--- src/rtl/pipe_ctrl.sv ---
`default_nettype none
// ============================================================================
//  Module      : pipe_ctrl
//  Description : Stall/flush sequencer for the 5-stage pipeline. Builds the
//                per-stage hold mask, takes MEM exceptions/ERET and holds the
//                PC redirect until fetch accepts it. Saturating perf counters.
//  Revision    : 1.0 - initial release
// ============================================================================
module pipe_ctrl #(
    parameter int                STALL_W    = 6,
    parameter int                EXC_W      = 32,
    parameter int                ADDR_W     = 32,
    parameter logic [ADDR_W-1:0] EXC_VECTOR = 32'hBFC00380,
    parameter int                CNT_W      = 32
) (
    input  logic               clk,
    input  logic               reset,
    input  logic               stallreq_if,
    input  logic               stallreq_id,
    input  logic               stallreq_ex,
    input  logic               stallreq_mem,
    input  logic [EXC_W-1:0]   mem_exception_type,
    input  logic               mem_is_eret,
    input  logic [ADDR_W-1:0]  cp0_epc,
    input  logic               if_ack,
    output logic [STALL_W-1:0] stall,
    output logic               flush,
    output logic [ADDR_W-1:0]  new_pc,
    output logic               new_pc_valid,
    output logic [CNT_W-1:0]   stall_cycles,
    output logic [CNT_W-1:0]   flush_count
);

    typedef enum logic [0:0] {
        ST_RUN      = 1'b0,
        ST_REDIRECT = 1'b1
    } state_t;

    localparam logic [STALL_W-1:0] c_pc_hold = {{(STALL_W-1){1'b0}}, 1'b1};
    localparam logic [CNT_W-1:0]   c_cnt_max = {CNT_W{1'b1}};
    localparam logic [CNT_W-1:0]   c_cnt_one = {{(CNT_W-1){1'b0}}, 1'b1};

    state_t              r_state;
    logic [ADDR_W-1:0]   r_new_pc;
    logic                r_new_pc_valid;
    logic [CNT_W-1:0]    r_stall_cycles;
    logic [CNT_W-1:0]    r_flush_count;

    logic                w_exc;
    logic                w_take;
    logic                w_any_req;
    logic [2:0]          w_level;
    logic [STALL_W-1:0]  w_run_mask;
    logic [STALL_W-1:0]  w_stall;

    assign w_exc  = (|mem_exception_type) | mem_is_eret;
    // A MEM stall defers the exception until the faulting access completes.
    assign w_take = ~reset & (r_state == ST_RUN) & w_exc & ~stallreq_mem;

    always_comb begin
        w_any_req  = 1'b1;
        w_level    = 3'd0;
        w_run_mask = '0;
        if (stallreq_mem)      w_level = 3'd4;
        else if (stallreq_ex)  w_level = 3'd3;
        else if (stallreq_id)  w_level = 3'd2;
        else if (stallreq_if)  w_level = 3'd1;
        else                   w_any_req = 1'b0;
        for (int i = 0; i < STALL_W; i++) begin
            w_run_mask[i] = w_any_req && (i <= int'(w_level));
        end
    end

    always_comb begin
        w_stall = '0;
        if (reset)                        w_stall = '0;
        else if (r_state == ST_REDIRECT)  w_stall = c_pc_hold;
        else if (w_take)                  w_stall = '0;
        else                              w_stall = w_run_mask;
    end

    always_ff @(posedge clk) begin
        if (reset) begin
            r_state        <= ST_RUN;
            r_new_pc       <= '0;
            r_new_pc_valid <= 1'b0;
            r_stall_cycles <= '0;
            r_flush_count  <= '0;
        end else begin
            case (r_state)
                ST_RUN: begin
                    if (w_take) begin
                        r_state        <= ST_REDIRECT;
                        r_new_pc       <= mem_is_eret ? cp0_epc : EXC_VECTOR;
                        r_new_pc_valid <= 1'b1;
                    end
                end
                ST_REDIRECT: begin
                    if (if_ack) begin
                        r_state        <= ST_RUN;
                        r_new_pc_valid <= 1'b0;
                    end
                end
                default: r_state <= ST_RUN;
            endcase

            if ((|w_stall) && (r_stall_cycles != c_cnt_max)) begin
                r_stall_cycles <= r_stall_cycles + c_cnt_one;
            end
            if (w_take && (r_flush_count != c_cnt_max)) begin
                r_flush_count <= r_flush_count + c_cnt_one;
            end
        end
    end

    assign stall        = w_stall;
    assign flush        = w_take;
    assign new_pc       = r_new_pc;
    assign new_pc_valid = r_new_pc_valid;
    assign stall_cycles = r_stall_cycles;
    assign flush_count  = r_flush_count;

endmodule
`default_nettype wire

--- config.mk ---
export PLATFORM = sky130hd
export DESIGN_NAME = pipe_ctrl
export DESIGN_NICKNAME = d
export VERILOG_FILES = /design/src/rtl/pipe_ctrl.sv
export SDC_FILE = /design/constraint.sdc
export NUM_CORES = 1
export LEC_CHECK = 0
export CAP_MARGIN = 20
export CORE_UTILIZATION = 40
export CTS_BUF_LIST = sky130_fd_sc_hd__clkbuf_8
export CTS_CLUSTER_DIAMETER = 40
export CTS_CLUSTER_SIZE = 40
export DETAILED_ROUTE_END_ITERATION = 8
export GPL_TIMING_DRIVEN = 0
export PLACE_DENSITY = 0.72
export SYNTH_ARGS = -nofsm -noshare
export SYNTH_HDL_FRONTEND = slang
export SYNTH_SLANG_ARGS = --single-unit
--- constraint.sdc ---
create_clock -name clk -period 2.93 [get_ports clk]
set_clock_uncertainty 0.1 [all_clocks]
set_input_delay 0.293 -clock clk [delete_from_list [all_inputs] [get_ports clk]]
set_output_delay 0.293 -clock clk [all_outputs]
set_load 0.05 [all_outputs]
# == Yosys cells after proc, flatten, opt, wreduce, memory -nomap -nowiden ==
# Index checks and enable logic that the tools add are counted.
# totals
in_bits,72
word_cells,52
output_inout_bits,104
ff_bits,98
# op_classes
add_sub_neg,2
reduce_logical,11
magnitude_cmp,5
mux,18
bitwise_logic,7
n_eq_ne,4
# op_table
op,count
"adder 32 x 1 -> 32 bit, second input constant",2
"!= test 32 bit, second input constant",2
two-way mux 32 bit,1
OR reduction 32 bit,1
two-way mux 6 bit,3
two-way mux 1 bit,9
logical AND 1 bit,7
"<= comparator 2 x 3 -> 1 bit, first input constant",2
"<= comparator 3 bit, first input constant",2
OR reduction 6 bit,1
two-way mux 2 bit,2
"!= test 2 bit, second input constant",2
one-hot mux 1 bit (2 select lines),2
AND reduction 2 bit,2
bitwise AND 1 bit,3
"<= comparator 1 x 3 -> 1 bit, first input constant",1
two-way mux 3 bit,1
NOT 1 bit,3
bitwise OR 1 bit,1

# == Depth between registers and ports, before layout ==
# Gate-level depths: netlist of the first run.
# logic_depth
depth_word,11
mapped_depth,9

# == Worst setup path after synthesis of the first run ==
# Ideal clock, no wire load.
# synth_path
kind,input-to-output
from,input port mem_exception_type[16]
to,output port stall[1]
setup_slack_ns,0.210
required_ns,2.537
path_stages,6
arrival_time_ns,2.327
path_cell_list,nor4_1 nand4_1 o31ai_2 inv_2 or3_1 nor2_1
# synth_between
elab_chain_len,7
# synth_lines
item,line_no,text
start: declaration,22,"input logic [EXC_W-1:0] mem_exception_type,"
OR reduction 32 bit,56,assign w_exc = (|mem_exception_type) | mem_is_eret;
bitwise OR 1 bit,56,
bitwise AND 1 bit (2 in a row),58,assign w_take = ~reset & (r_state == ST_RUN) & w_exc & ~stallreq_mem;
two-way mux 6 bit,78,else if (w_take) w_stall = '0;
two-way mux 6 bit,77,else if (r_state == ST_REDIRECT) w_stall = c_pc_hold;
two-way mux 6 bit,76,if (reset) w_stall = '0;
end: declaration,26,"output logic [STALL_W-1:0] stall,"
# Every way passes these cells.

# == Worst setup path in the final report of the first run ==
# layout_path
from,input port mem_exception_type[4]
to,output port stall[2]
# The elaborated chain is that of the path after synthesis.

==> summary.txt, run 1 <==
Worst setup path
  – Most used cell along the critical path: buf_4
  – Critical Path Source Type: primary input
  – Worst Path Class, Setup: primary input to primary output
  – Crit. End Element: primary output
  – Slowest-stage cell, CP: clkdlybuf4s50_1
  – FF-to-FF Start: flush_count[0]
  – R2R cell count: 7
  – CP cell instances: clkdlybuf4s50_1 -> nor4_1 -> nand4_1 -> buf_4 -> o31ai_4 -> inv_2 -> or3_4 -> nor2_1 -> buf_4
  – RR Endpoint: flush_count[11]
  – CP max FO: 7
  – R2R Setup Slk: 0.19 ns
  – Worst Path Arrival: 2.46 ns
  – CP required: 2.54 ns
  – Slowest cell delay on critical path: 0.40 ns

Floorplan
  – Die Ht: 113.5 microns
  – Die footprint: 0.01288 sq mm
  – Initial cell density of the core: 41.22%
  – Die width: 113.5 microns
  – Area of the core: 0.01206 sq mm
  – Row cnt: 40
  – Ports: 176

Layout
  – Layout area overhead: 44.67%
  – Multi-input logic area: 0.002811 sq mm
  – Final Cell Area: 0.007193 sq mm
  – Fill cells: 1081
  – Register Area: 0.001962 sq mm
  – Share of cells above drive strength 1: 10.04%
  – Nets: 866
  – Antenna fix cells: 0

Yosys
  – Mapped Cells: 601
  – Syn Nets: 675
  – Sequential-to-total area share from yosys stat: 39.46%
  – Synth warn: 0
  – Flops & latches, synth: 98
  – Synth Cell Area: 0.004972 sq mm
  – Syn_area_per_cell: 8.273 sq um
  – Synth unique cells: 51

STA
  – Setup TNS: 0 ns
  – Relative slew slack: 54.66%
  – Period utilisation layout: 97.23%
  – Minimum clock period: 2.849 ns
  – Max Freq: 351.0 MHz
  – Transition time of the tightest slew-check pin: 0.6749 ns
  – Finish-stage setup viols: 0
  – Final hold violations: 0
  – Final hold slack: 0.3095 ns
  – Pins over their slew limit: 0

Global routing
  – Largest net degree at the start of global routing: 18
  – Global-route wire length before repair: 26720 microns
  – Gr ovfl total: 0
  – Initial antenna violation count: 0
  – Total GRT Usage: 26.19%
  – Vias in the first global route: 5215

Worst hold path
  – Hold endpoint: new_pc[22]
  – Hold/Removal Path Class: primary input to flip-flop
  – Hold path cells: 3
  – Worst hold start: mem_is_eret

Route
  – Final WL: 17030 microns
  – DRC: 0
  – Routed Antenna Nets: 0
  – WL per Instance: 17.65 microns
  – Iter 0 DRT Violations: 339
  – Vias/cell: 5.807
  – Drt first pass iters: 5
  – Via Count: 5604

Place
  – GPL Wtd Cong: 0.8608
  – Port buffer count: 173
  – Post-DP Area: 0.006914 sq mm
  – DP HPWL: 12530 microns

Clock tree
  – Clk Latency, worst-skew pair: 0.39 ns
  – Clock slew at reported path FFs: 0.11 ns
  – CTS hold repair buffers: 0
  – # H-tree levels: 3
  – Root Buffer: clkbuf_8
  – Clk sink count: 98
  – CTS tree: yes
  – Clk buf depth: 2
  – CTS Buf Count: 9

Power and ir drop
  – PwrDens: 375.5 mW/mm^2
  – Pleak: 2.400 nW
  – Tot Pwr: 2.701 mW
  – VDD IR max: 0.1730 mV

Flow run
  – Max cap viols: 0

Outcome
  – Status: complete, no violations
-- cell families after synthesis --
group | synth area share (%)
compound gates | 16.15
simple gates | 34.52
other cells | 0.07542
mux | 4.404
flops | 39.46
fa+ha+maj | 0.5032
buf+inv | 4.881
-- where the power goes --
part | switching [mW] | leakage [nW] | internal [mW] | total (mW)
logic | 0.271 | 1.52 | 0.182 | 0.453
clock network | 0.532 | 0.0895 | 0.341 | 0.873
registers | 0.0171 | 0.794 | 1.36 | 1.37
total | 0.820 | 2.40 | 1.88 | 2.70
-- layout by cell type, fill, tap and decap left out, types with 6 or more instances in the layout --
master,Yosys,layout
clkdlybuf4s50_1,0,167
nand3_1,41,41
and3_1,11,11
nor3b_1,13,13
nor2b_1,15,15
nor2_1,52,52
clkbuf_1,25,24
mux2_2,15,15
buf_4,2,13
dfxtp_1,98,98
o311a_1,7,7
nor4_1,24,22
o311ai_0,8,8
and2_1,7,7
o21ai_0,6,6
o211ai_1,6,6
nor3_1,21,20
clkbuf_8,0,10
buf_2,17,17
or4_1,22,22
a21oi_1,44,44
o31ai_1,24,24
nand4_1,31,31
and4_1,11,11
or3_1,7,6
nand2_1,45,45
-- timing repair --
item / in CTS / in global routing
buffers inserted: 6 / 2
pin swaps: 4 / 2
gates cloned: 0 / 0
resized for setup: 28 / 8
endpoints found under the setup margin: 5 / 31
-- metrics by stage --
step,setup slack (ns),std cells,util [%]
after floorplan,0.2104,601,-
after global placement,-0.9754,942,57.32
after CTS,0.02008,964,59.33
after global routing,-0.00009193,965,59.64
after detailed placement,-1.007,942,57.32
final,0.08112,965,59.64
-- flip-flops by register name (all words and copies together) (netlist names) --
| register | cells |
|---|---|
| new_pc_valid | 1 |
| stall_cycles | 32 |
| r_state | 1 |
| new_pc | 32 |
| flush_count | 32 |
-- cell usage after synthesis, drive strengths merged --
master	count	area, sq um
o21a	2	15.01
nor2	53	201.5
nand2b	1	6.260
and3	11	68.82
ha	2	25.02
o311a	7	70.07
a211oi	1	7.510
nand3b	1	7.510
nand3	41	205.2
inv	6	22.52
o311ai	8	70.07
o2111ai	2	17.52
o41ai	4	35.03
clkbuf	25	93.84
clkinv	1	3.750
and2	8	50.05
and4	11	96.34
mux2	15	168.9
dfxtp	98	1962
nor3b	13	97.59
nor4	24	150.1
o31ai	25	192.7
nand2	45	168.9
a31o	7	61.31
conb	1	3.750
o211ai	6	45.04
a21oi	44	220.2
nor2b	15	93.84
nand4	32	215.2
o31a	3	27.53
or3	8	55.05
nor4b	1	8.760
buf	23	122.6
o21ai	6	30.03
o41a	1	11.26
or4	23	176.4
nor3	22	115.1
mux2i	5	50.05
-- worst max path at each step --
| stage | start | endpoint | slack [ns] | depth (start not counted) |
|---|---|---|---|---|
| final | mem_exception_type[4] | stall[2] | 0.08 | 9 |
| after global routing | mem_exception_type[15] | stall[1] | -0.00009 | 9 |
| after CTS | mem_exception_type[23] | flush | 0.02 | 8 |
| after detailed placement | mem_is_eret | stall[1] | -1.01 | 8 |
| after global placement | mem_is_eret | stall[3] | -0.98 | 8 |
| after floorplan | mem_exception_type[16] | stall[1] | 0.21 | 6 |
-- metal layers --
metal | track usage (%) | up-vias | share of wire (%)
met4 | 11.40 | 0 | 2.2
met2 | 43.41 | 208 | 49
met1 | 33.40 | 2702 | 43
met3 | 4.623 | 31 | 6.2
li1 | - | 2663 | -
met5 | 0 | - | 0
-- cell type report --
class | instances | area share [%]
clock inverters | 6 | 0.6958
repair buffers | 181 | 24.79
clock buffers | 10 | 1.913
flip-flops and latches | 98 | 27.27
plain buffers | 47 | 2.957
well taps | 168 | 2.922
multi-input cells | 448 | 39.09
inverters | 7 | 0.3653
-- critical path: cells and delay by family --
family	cells	cell delay, ns
AOI/OAI and AO/OA	1	0.28
buffers and inverters	4	0.89
and+or+nand+nor	4	0.98
No activity file was read; power rests on OpenSTA's default activity.
==> inputs of run 2 (changes only) <==
- CORE_UTILIZATION: 40 -> 47
- PLACE_DENSITY: 0.72 -> 0.83
==> run 2 against run 1 <==
  * The flow now finishes with violations (setup timing)
  * Utilization grew 10 points
  * Register-to-register slack lost 0.05 ns
  * Sequential power about the same
  * Die area fell by 15%
  * Setup slack lost 0.14 ns
  * Clock power is 8.1% higher
  * Cell area about the same
  * Critical path depth is the same
  * Sequential cell count unchanged
  * Via count rose by 2.0%
  * Combinational power is 2% higher
  * Non-clock buffer count decreased by 2
  * Critical path type unchanged
==> summary.txt, run 2 (same netlist as run 1, synthesis figures left out) <==
Outcome
  – Status: finished, violations left
  – Failing checks: setup timing

Power and ir drop
  – Gate power share: 16.6%
  – Net Sw Frac: 29.19%
  – Pint: 1.969 mW
  – VDD IR max: 0.2289 mV
  – Pleak: 2.397 nW
  – Clock power frac: 34.0%
  – Reg power frac: 49.5%
  – PwrDens: 386.7 mW/mm^2
  – NetSw: 811.4 uW

Floorplan
  – Die width: 104.9 microns
  – Initial cell density of the core: 48.38%
  – Die Ht: 104.9 microns
  – Area of the core: 0.01028 sq mm
  – Ports: 176
  – Row cnt: 37
  – Die footprint: 0.01099 sq mm

Layout
  – Antenna fix cells: 0
  – Most frequent cells in the layout: 168 x clkdlybuf4s50_1, 98 x dfxtp_1, 51 x nor2_1
  – Most common cell after layout, fill and taps aside: clkdlybuf4s50_1
  – Layout area overhead: 44.59%
  – Nets: 864
  – Share of cells above drive strength 1: 10.06%
  – Register Area: 0.001962 sq mm
  – Multi-input logic area: 0.002836 sq mm
  – Fill cells: 842

Worst setup path
  – RR Endpoint: flush_count[11]
  – CP required: 2.54 ns
  – Crit. End Element: primary output
  – R2R cell count: 8
  – FF-to-FF Start: flush_count[0]
  – Critical Path Source Type: primary input
  – Worst Path Arrival: 2.60 ns
  – R2R Setup Slk: 0.14 ns
  – CP max FO: 10
  – Worst Path Class, Setup: primary input to primary output

Place
  – Port buffer count: 173
  – GPL Wtd Cong: 0.9523
  – DP HPWL: 12350 microns
  – Place WS: -1.034 ns

STA
  – Transition time of the tightest slew-check pin: 0.7694 ns
  – Final hold violations: 0
  – Final hold slack: 0.3602 ns
  – Pins over their slew limit: 0
  – Min setup slack post-route: -0.05900 ns
  – Max Freq: 334.6 MHz
  – Finish-stage setup viols: 4
  – Period utilisation layout: 102.0%
  – Minimum clock period: 2.989 ns
  – Relative slew slack: 48.23%
  – Unrepaired setup endpoints after global routing: true

Global routing
  – GRT busiest layer: met2
  – Met3 usage: 6.613%
  – Met1 usage: 37.87%
  – Initial antenna violation count: 0
  – Largest net degree at the start of global routing: 18
  – Global-route wire length before repair: 26860 microns
  – Total GRT Usage: 30.15%
  – Gr ovfl total: 0
  – Vias in the first global route: 5392
  – Met2 Track Usage GR: 50.80%

Clock tree
  – CTS Buf Count: 9
  – Clock slew at reported path FFs: 0.10 ns
  – Clk buf depth: 2
  – Root Buffer: clkbuf_8
  – CTS tree: yes
  – # H-tree levels: 3
  – Clk Latency, worst-skew pair: 0.38 ns
  – Clk sink count: 98

Worst hold path
  – Worst hold start: new_pc[3]
  – Hold endpoint: new_pc[3]
  – Hold path cells: 2
  – Hold/Removal Path Class: flip-flop to flip-flop

Route
  – Routed Antenna Nets: 0
  – Via Count: 5718
  – Vias/cell: 6.142
  – Drt first pass iters: 6
  – Final WL: 16900 microns
  – Iter 0 DRT Violations: 343
  – WL per Instance: 18.15 microns
  – DRC: 0

Flow run
  – Max cap viols: 0
run 2: cell types whose count changed in the layout (fill, tap and decap cells not counted), sizes merged:
cell	previous run	this run
dlymetal6s2s	1	0
buf	35	31
bufinv	0	1
clkinvlp	2	1
clkbuf	35	37
clkdlybuf4s50	167	168
run 2: final cells by class:
cell class | count | area share [%]
Multi-Input combinational cell | 448 | 39.45
Sequential cell | 98 | 27.29
Timing Repair Buffer | 178 | 24.56
Buffer | 48 | 3.046
Tap cell | 136 | 2.367
Clock buffer | 10 | 1.914
Clock inverter | 6 | 1.009
Inverter | 7 | 0.3655
run 2: power groups by stage:
stage / registers (mW) / logic, mW / clock network [mW]
global placement: 1.40 / 0.433 / 0
CTS: 1.37 / 0.445 / 0.947
floorplan: 1.49 / 0.145 / 0
finish: 1.38 / 0.461 / 0.944
global route: 1.38 / 0.485 / 1.01
detailed placement: 1.41 / 0.441 / 0
run 2: timing repair:
item / CTS / global route
buffers inserted: 4 / 1
pin swaps: 4 / 3
setup endpoints to repair: 5 / 20
gates resized for setup: 26 / 19
hold buffers: 0 / 0
endpoints found under the hold margin: 0 / 0
run 2: worst max-delay path, cell delays in order:
cell,delay [ns]
clkdlybuf4s50_1,0.44
nor4_1,0.43
nand4_1,0.15
buf_4,0.19
o41a_1,0.40
buf_2,0.18
buf_4,0.20
nor2_4,0.14
buf_8,0.16
run 2: metrics by stage:
step | utilization, % | power [mW] | area (sq um) | std cells | TNS (ns)
2_1_floorplan | - | 1.637 | 4972 | 601 | 0
3_3_place_gp | 66.89 | 1.837 | 6874 | 910 | -17.87
3_5_place_dp | 66.89 | 1.847 | 6874 | 910 | -20.03
4_1_cts | 69.27 | 2.767 | 7119 | 930 | 0
5_1_grt | 69.95 | 2.875 | 7189 | 931 | -0.3376
6_report | 69.95 | 2.780 | 7189 | 931 | -0.1490
run 2: worst max path at each step:
stage | startpoint | endpoint | slack [ns] | cells past startpoint
after CTS | mem_exception_type[23] | stall[0] | 0.02 | 9
after global placement | mem_exception_type[2] | stall[1] | -1.03 | 8
after floorplan | mem_exception_type[16] | stall[1] | 0.21 | 6
after global routing | mem_exception_type[19] | stall[3] | -0.10 | 9
final | mem_exception_type[19] | stall[0] | -0.06 | 9
after detailed placement | mem_exception_type[2] | stall[1] | -1.03 | 8
run 2: metal layers:
| metal | share of wire, % | routed length [microns] |
|---|---|---|
| met1 | 40 | 6808 |
| met2 | 50 | 8372 |
| met3 | 8.1 | 1364 |
| met4 | 2.1 | 354 |
| met5 | 0 | 0 |
